--- config.mk ---
export PLATFORM = sky130hd
export DESIGN_NAME = debug_mem_dumper
export DESIGN_NICKNAME = d
export VERILOG_FILES = /design/src/rtl/debug_mem_dumper_pkg.sv /design/src/rtl/debug_mem_dumper.sv
export SDC_FILE = /design/constraint.sdc
export NUM_CORES = 1
export LEC_CHECK = 0
export CAP_MARGIN = 20
export CORE_UTILIZATION = 45
export DETAILED_ROUTE_END_ITERATION = 8
export HOLD_SLACK_MARGIN = 0.08
export PLACE_DENSITY = 0.71
export SETUP_SLACK_MARGIN = 0.2
export SLEW_MARGIN = 20
export SYNTH_ARGS = -nofsm -noshare
export SYNTH_HDL_FRONTEND = slang
export SYNTH_SLANG_ARGS = --single-unit
--- constraint.sdc ---
create_clock -name i_clk -period 2 [get_ports i_clk]
set_input_delay 0.4 -clock i_clk [delete_from_list [all_inputs] [get_ports i_clk]]
set_output_delay 0.4 -clock i_clk [all_outputs]
set_load 0.1 [all_outputs]
--- src/rtl/debug_mem_dumper_pkg.sv ---
// debug_mem_dumper_pkg: shared constants and helpers for the data-memory dump reader.
// Revision: 1.0
`default_nettype none

package debug_mem_dumper_pkg;

    localparam int BYTE_W         = 8;
    localparam int BYTES_PER_WORD = 4;

    localparam logic [2:0] S_IDLE    = 3'd0;
    localparam logic [2:0] S_ADDR    = 3'd1;
    localparam logic [2:0] S_LATCH   = 3'd2;
    localparam logic [2:0] S_SEND    = 3'd3;
    localparam logic [2:0] S_WAIT_TX = 3'd4;
    localparam logic [2:0] S_NEXT    = 3'd5;
    localparam logic [2:0] S_DONE    = 3'd6;

    // Byte 0 is the most significant byte so words go out big-endian on the UART.
    function automatic logic [BYTE_W-1:0] word_byte(input logic [31:0] w, input logic [1:0] idx);
        logic [BYTE_W-1:0] b;
        case (idx)
            2'd0:    b = w[31:24];
            2'd1:    b = w[23:16];
            2'd2:    b = w[15:8];
            default: b = w[7:0];
        endcase
        return b;
    endfunction

endpackage

`default_nettype wire

--- src/rtl/debug_mem_dumper.sv ---
// debug_mem_dumper: walks every data-memory word over the debug port and streams it as 4 bytes to uart_tx.
// Revision: 1.0
`default_nettype none

module debug_mem_dumper
    import debug_mem_dumper_pkg::*;
#(
    parameter int TAM_DATA     = 32,
    parameter int NUM_DIREC    = 7,
    parameter int NUM_WORDS    = 2**NUM_DIREC,
    parameter int READ_LATENCY = 1
) (
    input  logic                 i_clk,
    input  logic                 i_reset,
    input  logic                 i_start,
    input  logic [TAM_DATA-1:0]  i_debug_read,
    input  logic                 i_tx_done,
    output logic [NUM_DIREC-1:0] o_debug_pointer,
    output logic [BYTE_W-1:0]    o_tx_data,
    output logic                 o_tx_start,
    output logic                 o_busy,
    output logic                 o_done
);

    localparam logic [1:0]           C_LAT       = 2'(READ_LATENCY);
    localparam logic [NUM_DIREC-1:0] C_LAST_WORD = NUM_DIREC'(NUM_WORDS - 1);

    logic [2:0]           state_q, state_d;
    logic [NUM_DIREC-1:0] ptr_q, ptr_d;
    logic [1:0]           lat_q, lat_d;
    logic [1:0]           cnt_q, cnt_d;
    logic [31:0]          word_q, word_d;
    logic [BYTE_W-1:0]    tx_data_q, tx_data_d;
    logic                 tx_start_q, tx_start_d;
    logic                 busy_q, busy_d;
    logic                 done_q, done_d;

    always_comb begin
        state_d = state_q;
        ptr_d   = ptr_q;
        lat_d   = lat_q;
        cnt_d   = cnt_q;
        word_d  = word_q;
        case (state_q)
            S_IDLE: begin
                if (i_start) begin
                    ptr_d   = '0;
                    lat_d   = '0;
                    state_d = S_ADDR;
                end
            end
            S_ADDR: begin
                if (lat_q == C_LAT) begin
                    state_d = S_LATCH;
                end else begin
                    lat_d = lat_q + 2'd1;
                end
            end
            S_LATCH: begin
                word_d  = i_debug_read[31:0];
                cnt_d   = '0;
                state_d = S_SEND;
            end
            S_SEND: begin
                state_d = S_WAIT_TX;
            end
            S_WAIT_TX: begin
                if (i_tx_done) begin
                    if (cnt_q == 2'd3) begin
                        state_d = S_NEXT;
                    end else begin
                        cnt_d   = cnt_q + 2'd1;
                        state_d = S_SEND;
                    end
                end
            end
            S_NEXT: begin
                if (ptr_q == C_LAST_WORD) begin
                    state_d = S_DONE;
                end else begin
                    ptr_d   = ptr_q + 1'b1;
                    lat_d   = '0;
                    state_d = S_ADDR;
                end
            end
            S_DONE: begin
                ptr_d   = '0;
                state_d = S_IDLE;
            end
            default: begin
                state_d = S_IDLE;
            end
        endcase
    end

    // Outputs are registered from the next state so each one lines up with the state it belongs to.
    always_comb begin
        tx_start_d = (state_d == S_SEND);
        tx_data_d  = (state_d == S_SEND) ? word_byte(word_d, cnt_d) : tx_data_q;
        busy_d     = (state_d != S_IDLE) && (state_d != S_DONE);
        done_d     = (state_d == S_DONE);
    end

    always_ff @(posedge i_clk) begin
        if (i_reset) begin
            state_q    <= S_IDLE;
            ptr_q      <= '0;
            lat_q      <= '0;
            cnt_q      <= '0;
            word_q     <= '0;
            tx_data_q  <= '0;
            tx_start_q <= 1'b0;
            busy_q     <= 1'b0;
            done_q     <= 1'b0;
        end else begin
            state_q    <= state_d;
            ptr_q      <= ptr_d;
            lat_q      <= lat_d;
            cnt_q      <= cnt_d;
            word_q     <= word_d;
            tx_data_q  <= tx_data_d;
            tx_start_q <= tx_start_d;
            busy_q     <= busy_d;
            done_q     <= done_d;
        end
    end

    assign o_debug_pointer = ptr_q;
    assign o_tx_data       = tx_data_q;
    assign o_tx_start      = tx_start_q;
    assign o_busy          = busy_q;
    assign o_done          = done_q;

endmodule

`default_nettype wire
==> results.sh <==
export IMPL_hold_viol=0
export IMPL_regArea_um2=1150
export IMPL_hold_buffers=0
export IMPL_cts_root_buf="clkbuf_8"
export IMPL_crit_path_max_incr_delay_ps=350
export IMPL_busiest_layer="met2"
export IMPL_cts_reportedPaths_clkPinSlew_ps=90
export IMPL_drc=0
export IMPL_hold_class="reg2reg"
export IMPL_r2r_cells=6
export IMPL_preCtsSetupSlack_ps=-406
export IMPL_die_area_um2=5960
export IMPL_numPortBuffers=53
export IMPL_multi_input_area_um2=1390
export IMPL_numCtsBuffers=5
export IMPL_final_instance_count_excl_fill=444
export IMPL_crit_path_end_kind="register"
export IMPL_status="completed"
export IMPL_ys_ff_latch=56
export IMPL_die_h_um=77.2
export IMPL_drtPass1Iterations=4
export IMPL_r2r_slack_ps=200
export IMPL_p_leak_nw=1.31
export IMPL_clock_skew_ps=6.54
export IMPL_syn_num_nets=338
export IMPL_clock_path_buffers=2
export IMPL_hold_slack_ps=459
export IMPL_fin_crit_sh_pct=90.1
export IMPL_critPathCapture="o_tx_data[6]"
export IMPL_grtUsageMet3_pct=3.57
export IMPL_fmax_mhz=555
export IMPL_slew_headroom_pct=78.8
export IMPL_grt_setup_unrepaired="true"
export IMPL_period_needed_ps=1800
export IMPL_wire_per_inst_um=13.4
export IMPL_fin_tns_setup_ps=0
export IMPL_drive_gt1_share_pct=25.5
export IMPL_die_w_um=77.2
export IMPL_grt_pass1_wl_um=10100
export IMPL_crit_path_start_kind="register"
export IMPL_ys_async_sr_fraction_pct=0
export IMPL_syn_area_per_cell_um2=8.48
export IMPL_power_per_cell_area_nw_per_um2=628
export IMPL_drt_iter0_drc=140
export IMPL_core_um2=5470
export IMPL_grt_max_degree=36
export IMPL_io_pins=54
export IMPL_dp_cells=428
export IMPL_max_slew_worst_pin_slew_ps=317
export IMPL_fin_nets=409
export IMPL_routed_via_density=5.22
export IMPL_globalRoute_totalOverflow=0
export IMPL_synth_edf_count=0
export IMPL_ys_warnings_count=0
export IMPL_antenna_found_initial=0
export IMPL_grtUsageMet2_pct=31.3
export IMPL_cts_num_sinks=56
export IMPL_antenna_cells=0
export IMPL_path_cells="and4bb_2, o22ai_4, nor2_8, mux2_4, a221oi_2, o31ai_1"
export IMPL_gp_congestion=0.809
export IMPL_ys_types=50
export IMPL_clock_latency_ps=300
export IMPL_initial_core_util_pct=46.5
export IMPL_area_growth_syn_to_layout_pct=37.3
export IMPL_met1_usage_pct=31.3
export IMPL_path_delay_family="simple AND/OR/NAND/NOR gates"
export IMPL_fillCellCount=479
export IMPL_antenna_left=0
export IMPL_finalSetupViolCount=0
export IMPL_core_rowCount=27
export IMPL_h_tree_depth=2
export IMPL_cp_buffers_inverters=0
export IMPL_finalWorstSetupSlack_ps=198
export IMPL_ir_worst_vdd_v=0.000395
export IMPL_dp_hpwl_um=4180
export IMPL_crit_type="reg2reg"
export IMPL_cp_depth=6
export IMPL_drt_total_wl_um=5930
export IMPL_vias=2319
export IMPL_cp_arrival_ps=1990
export IMPL_grt_pass1_vias=2100
export IMPL_syn_inst=300
export IMPL_cp_slowest_cell="dfxtp_2"
export IMPL_cp_required_ps=2190
export IMPL_maxSlewViolCount=0
export IMPL_cp_max_fo=8
export IMPL_r2r_start="state_q[1]"
export IMPL_grt_usage_pct=21.0
export IMPL_worstReg2RegEnd="o_tx_data[6]"
export IMPL_drv_cap=0
export IMPL_mappedNetlistArea_um2=2540
export IMPL_synthFlopType="dfxtp_1"
export IMPL_startpoint="state_q[1]"
export IMPL_cts_tree="done"
export IMPL_yosysSeqAreaShare_pct=44.1
timing repair:
action	CTS	global route
cloned	1	0
pin swaps	5	9
setup buffers	3	4
setup endpoints to repair	9	16
resized for setup	12	9
worst reg2reg max path, stage by stage, from the launching register on:
cell and delay, ps:
dfxtp_2 350, and4bb_2 340, o22ai_4 110, nor2_8 210, mux2_4 330, a221oi_2 240
o31ai_1 110
sequential cells by signal, summed over array words and instances, names as in the netlist:
name,count
cnt_q,2
lat_q,2
o_busy,1
o_debug_pointer,7
o_done,1
o_tx_data,8
o_tx_start,1
state_q,3
word_q,31
synth_stat cells, drive strengths merged, types with 3 or more instances:
cell type  instances  share of area [%]
mux2              12                5.5
xor2               3                1.0
mux2i              3                1.2
nor2              27                5.3
nor2b              4               0.98
o21ai              6                1.2
a221oi             3                1.0
dfxtp             56                 44
nand2             68                 10
buf                5                1.9
nand2b             3               0.74
inv                6               0.89
clkbuf            16                2.4
a22oi              6                2.0
nor3               3               0.59
nand4              3               0.74
a311oi             6                2.3
or2                3               0.84
a21oi             39                7.7
routing by layer:
metal  wire [µm]  share of wire [%]  up-vias
met5           0                  0        -
met4          44               0.74        0
met2        2690                 45       70
met1        2870                 48     1062
li1            -                  -     1182
met3         339                5.7        5
cells in the final DEF (no fill, tap or decap), drive strengths merged, types with 2 or more instances in the layout:
cell type      synthesis  routed
or2                    3       3
a31oi                  2       2
nand4                  3       3
nor2                  27      28
a21oi                 39      39
nand2b                 3       3
dfxtp                 56      56
buf                    5      49
clkdlybuf4s50          0      34
nor3                   3       3
xor2                   3       3
clkbuf                16       7
nand3b                 2       2
and3                   2       2
mux2i                  3       3
a311oi                 6       6
xnor2                  2       2
inv                    6       7
a221oi                 3       3
nor2b                  4       4
mux2                  12      12
nor4                   2       2
o21ai                  6       6
nand2                 68      68
a22oi                  6       6
ha                     2       2
logic make-up (layout without fill, tap and decap cells):
family          Yosys count  after routing  synth area share [%]
compound gates           71             71                  18.1
xor+xnor                  5              5                  1.72
fa+ha+maj                 2              2                 0.984
buf+inv                  27             98                  5.12
flops                    56             56                  44.1
mux                      15             15                  6.64
simple gates            124            125                  23.4
layout make-up:
| cell class | count | area share, % |
|---|---|---|
| multi-input cells | 218 | 39.8 |
| flip-flops and latches | 56 | 32.8 |
| repair buffers | 84 | 21.7 |
| well taps | 72 | 2.58 |
| clock buffers | 7 | 2.19 |
| inverters | 6 | 0.645 |
| clock inverters | 1 | 0.251 |
through the flow:
stage	instance area [µm²]	power [W]	util (%)
floorplan	2590	0.00145	-
global route	3490	0.00229	63.8
global placement	3270	0.00160	59.7
detailed placement	3270	0.00160	59.7
finish	3490	0.00219	63.8
CTS	3420	0.00220	62.6
power breakdown:
part           switching [W]  leakage, nW  total, W  internal, W
Clock               0.000349       0.0428  0.000602     0.000253
Sequential         0.0000247        0.459   0.00117      0.00114
Combinational       0.000241        0.811  0.000423     0.000182
Total               0.000615         1.31   0.00219      0.00158
worst min-delay path by stage:
stage | start | end | slack (ps) | cells after the start
after floorplan | word_q[31] | word_q[31] | 430 | 2
after global placement | word_q[24] | word_q[24] | 440 | 2
after detailed placement | word_q[25] | word_q[25] | 450 | 2
after CTS | word_q[26] | word_q[26] | 460 | 2
after global routing | word_q[26] | word_q[26] | 470 | 2
final | word_q[25] | word_q[25] | 460 | 2
(Power assumes the default switching activity.)
==> RTL change 1: new RTL, same flow settings <==
Add an input register stage for `i_debug_read`; this delays it by one clock. The other inputs are not delayed to match.
--- a/src/rtl/debug_mem_dumper.sv
+++ b/src/rtl/debug_mem_dumper.sv
@@ -26,2 +26,8 @@
     localparam logic [NUM_DIREC-1:0] C_LAST_WORD = NUM_DIREC'(NUM_WORDS - 1);
+
+    logic [TAM_DATA-1:0] i_debug_read_q;
+
+    always_ff @(posedge i_clk) begin
+        i_debug_read_q <= i_debug_read;
+    end
 
@@ -59,3 +65,3 @@
             S_LATCH: begin
-                word_d  = i_debug_read[31:0];
+                word_d  = i_debug_read_q[31:0];
                 cnt_d   = '0;
Function: changed (a bounded check fails within 10 cycles, from zero or initial values and one cycle with i_reset high).
==> RTL change 1 against the unedited design <==
Global-route usage decreased by 0.60 points; setup slack got worse by 0.097 ns; die area increased by 29%; area after synthesis rose by 30%; wire length grew 25%; sequential cell count up 33; highest routed layer unchanged; combinational power rose by 4%; largest power group unchanged; first-iteration DRC count fell by 11%; final area rose by 32%; fmax decreased by 5.1%; total power is 54% higher.
==> RTL change 1: results <==
export IMPL_use_met1_pct=26.0
export IMPL_hp_start="i_reset"
export IMPL_wl_met1_um=3340
export IMPL_synth_area_leaders="dfxtp_1, mux2i_1, nor2_1"
export IMPL_wl_per_cell_um=13.9
export IMPL_synth_compound_area_share_pct=14.2
export IMPL_wl_met3_um=304
export IMPL_synth_fa_ha_area_share_pct=0.755
export IMPL_rrSetupSlack_ns=0.10
export IMPL_ys_types=55
export IMPL_fillCellCount=555
export IMPL_p_leak_uw=0.00174
export IMPL_pre_cts_slack_ns=-0.386
export IMPL_drive_gt1_share_pct=30.4
export IMPL_grt_pass1_vias=2595
export IMPL_whs_endpoint="o_debug_pointer[0]"
export IMPL_nNetsFinal=470
export IMPL_peakVddDrop_v=0.000447
export IMPL_grt_use_total_pct=20.4
export IMPL_slowest_stage="or4b_4"
export IMPL_synth_common_cells="dfxtp_1, nor2_1, mux2i_1"
export IMPL_fin_skew_ns=0.00891
export IMPL_grt_first_pass_wirelength_um=12000
export IMPL_p_sw_share_pct=26.1
export IMPL_grt_start_max_net_pins=47
export IMPL_crit_arrival_ns=2.17
export IMPL_status="finished, final reports clean"
export IMPL_hpwl_um=5140
export IMPL_dp_cells=503
export IMPL_worst_hold_path_type="input pin to flip-flop"
export IMPL_yosysSeqAreaShare_pct=53.8
export IMPL_synthCells=335
export IMPL_viasPerCell=5.16
export IMPL_postPlaceCellArea_um2=4160
export IMPL_cts_htree_levels=3
export IMPL_cts_inserted_buffers=9
export IMPL_clk_latency_ns=0.36
export IMPL_comb_power_uw=440
export IMPL_pg_clk_uw=1090
-- RTL change 1: cell types whose count changed in the layout (fill, tap and decap cells not counted), moves of 10 or more --
cell	unedited run	this run
nand2_1	68	15
nor2_1	25	60
dfxtp_1	46	79
mux2i_1	3	25
buf_4	44	61
a21oi_1	37	21
mux2i_2	0	10
-- RTL change 1: area by class of cell --
| class | instances | area (µm²) | area share, % |
|---|---|---|---|
| Tap cell | 96 | 120 | 2.61 |
| Sequential cell | 89 | 1810 | 39.2 |
| Timing Repair Buffer | 105 | 930 | 20.2 |
| Multi-Input combinational cell | 222 | 1560 | 33.9 |
| Clock buffer | 10 | 128 | 2.77 |
| Inverter | 5 | 18.8 | 0.407 |
| Clock inverter | 6 | 43.8 | 0.950 |
-- RTL change 1: timing repair --
item	in CTS	in global routing
endpoints found under the setup margin	14	14
gates resized for setup	24	25
pin swaps	16	6
setup buffers	9	5
endpoints found under the hold margin	0	0
==> RTL change 2: new RTL, same settings <==
Without the edit above. Change the parameter `NUM_DIREC` from 7 to 8.
--- a/src/rtl/debug_mem_dumper.sv
+++ b/src/rtl/debug_mem_dumper.sv
@@ -8,3 +8,3 @@
     parameter int TAM_DATA     = 32,
-    parameter int NUM_DIREC    = 7,
+    parameter int NUM_DIREC    = 8,
     parameter int NUM_WORDS    = 2**NUM_DIREC,
Ports: changed (resized o_debug_pointer); port bits go from 54 to 55. The function was not compared with the original's and may differ.
==> RTL change 2 against the unedited design <==
Final area increased by 12%; wire length increased by 26%; worst hold slack got worse by 0.0040 ns; clock power increased by 68%; sequential cell count increased by 2; via count increased by 15%; area after synthesis increased by 11%; count of clock-buffer cells in the layout increased by 5; cell count increased by 7.9%; total power increased by 16%; setup slack got worse by 0.0011 ns; core utilization increased by 1.4 points; largest cell class unchanged; largest power group unchanged.
==> RTL change 2: results <==
export IMPL_numPortBuffers=54
export IMPL_grt_start_max_net_pins=38
export IMPL_instances_no_fill=479
export IMPL_grt_first_pass_wirelength_um=11100
export IMPL_yosysSeqAreaShare_pct=41.2
export IMPL_wl_met3_um=437
export IMPL_fin_skew_ns=0.00633
export IMPL_slowest_stage="dfxtp_1"
export IMPL_cts_htree_levels=3
export IMPL_final_core_util_pct=65.2
export IMPL_synthCells=330
export IMPL_largest_register_ffs=32
export IMPL_drive_gt1_share_pct=24.0
export IMPL_rr_endpoint="o_tx_data[0]"
export IMPL_p_leak_uw=0.00147
export IMPL_ff2ff_path_depth=7
export IMPL_max_freq_mhz=554
export IMPL_postPlaceCellArea_um2=3500
export IMPL_gr_usage_met3_pct=5.39
export IMPL_cts_clk_slew_worst_paths_ns=0.06
export IMPL_status="finished, final reports clean"
export IMPL_whs_endpoint="word_q[27]"
export IMPL_synth_area_leaders="dfxtp_1, nand2_1, a21oi_1"
export IMPL_syn_nets=368
export IMPL_crit_fanout=16
export IMPL_worstMarginPinSlew_ns=0.521
export IMPL_pre_cts_slack_ns=-0.267
export IMPL_grt_pass1_vias=2343
export IMPL_gp_congestion=0.821
export IMPL_crit_arrival_ns=2.01
-- RTL change 2: changes by cell type after synthesis, sizes merged, moves of 5 or more --
cell    change
o221a       +5
a21oi       -5
a211oi      +6
nand2      -21
nor2       +15
a22oi       -6
o21ai       +6
mux2i      +12
a21o        +7
buf         +9
nand3       +8
mux2       -12
clkbuf      -9
-- RTL change 2: worst max-delay path by stage --
stage                                   from           end  cells past startpoint
after floorplan           o_debug_pointer[6]        o_busy                      4
after global placement             i_tx_done  o_tx_data[6]                      7
after detailed placement           i_tx_done  o_tx_data[0]                      7
after CTS                         state_q[1]  o_tx_data[0]                      6
after global routing                cnt_q[0]  o_tx_data[0]                      6
final                             state_q[2]  o_tx_data[0]                      7
-- RTL change 2: what timing repair did --
item / CTS / global route
pin swaps: 0 / 8
hold buffers: 0 / 0
setup buffers: 0 / 3
gates cloned: 0 / 3
endpoints found under the setup margin: 8 / 15
gates resized for setup: 4 / 26
-- RTL change 2: kinds of logic after synthesis --
family	synth area share (%)
adders and majority gates	0.887
xor gates and xnor gates	1.86
AOI/OAI and AO/OA	24.9
buffers and inverters	5.14
muxes	5.32
and+or+nand+nor	20.8
DFF	41.2
-- RTL change 2: power by group --
part	switching (µW)	internal (µW)	total, µW
sequential	14.0	1170	1180
clock	440	566	1010
combinational	185	169	354
-- RTL change 2: final cells by class --
type                    instances  share of cell area, %
inverters                       8                  0.768
flip-flops and latches         58                   30.5
clock buffers                  12                   3.46
well taps                      75                   2.40
multi-input cells             243                   41.9
clock inverters                 4                   1.09
repair buffers                 79                   19.9
-- RTL change 2: tightest hold or removal path, stage by stage, from the launching register on --
cell     delay [ns]
dfxtp_1        0.31
nand2_1        0.05
a21oi_1        0.05
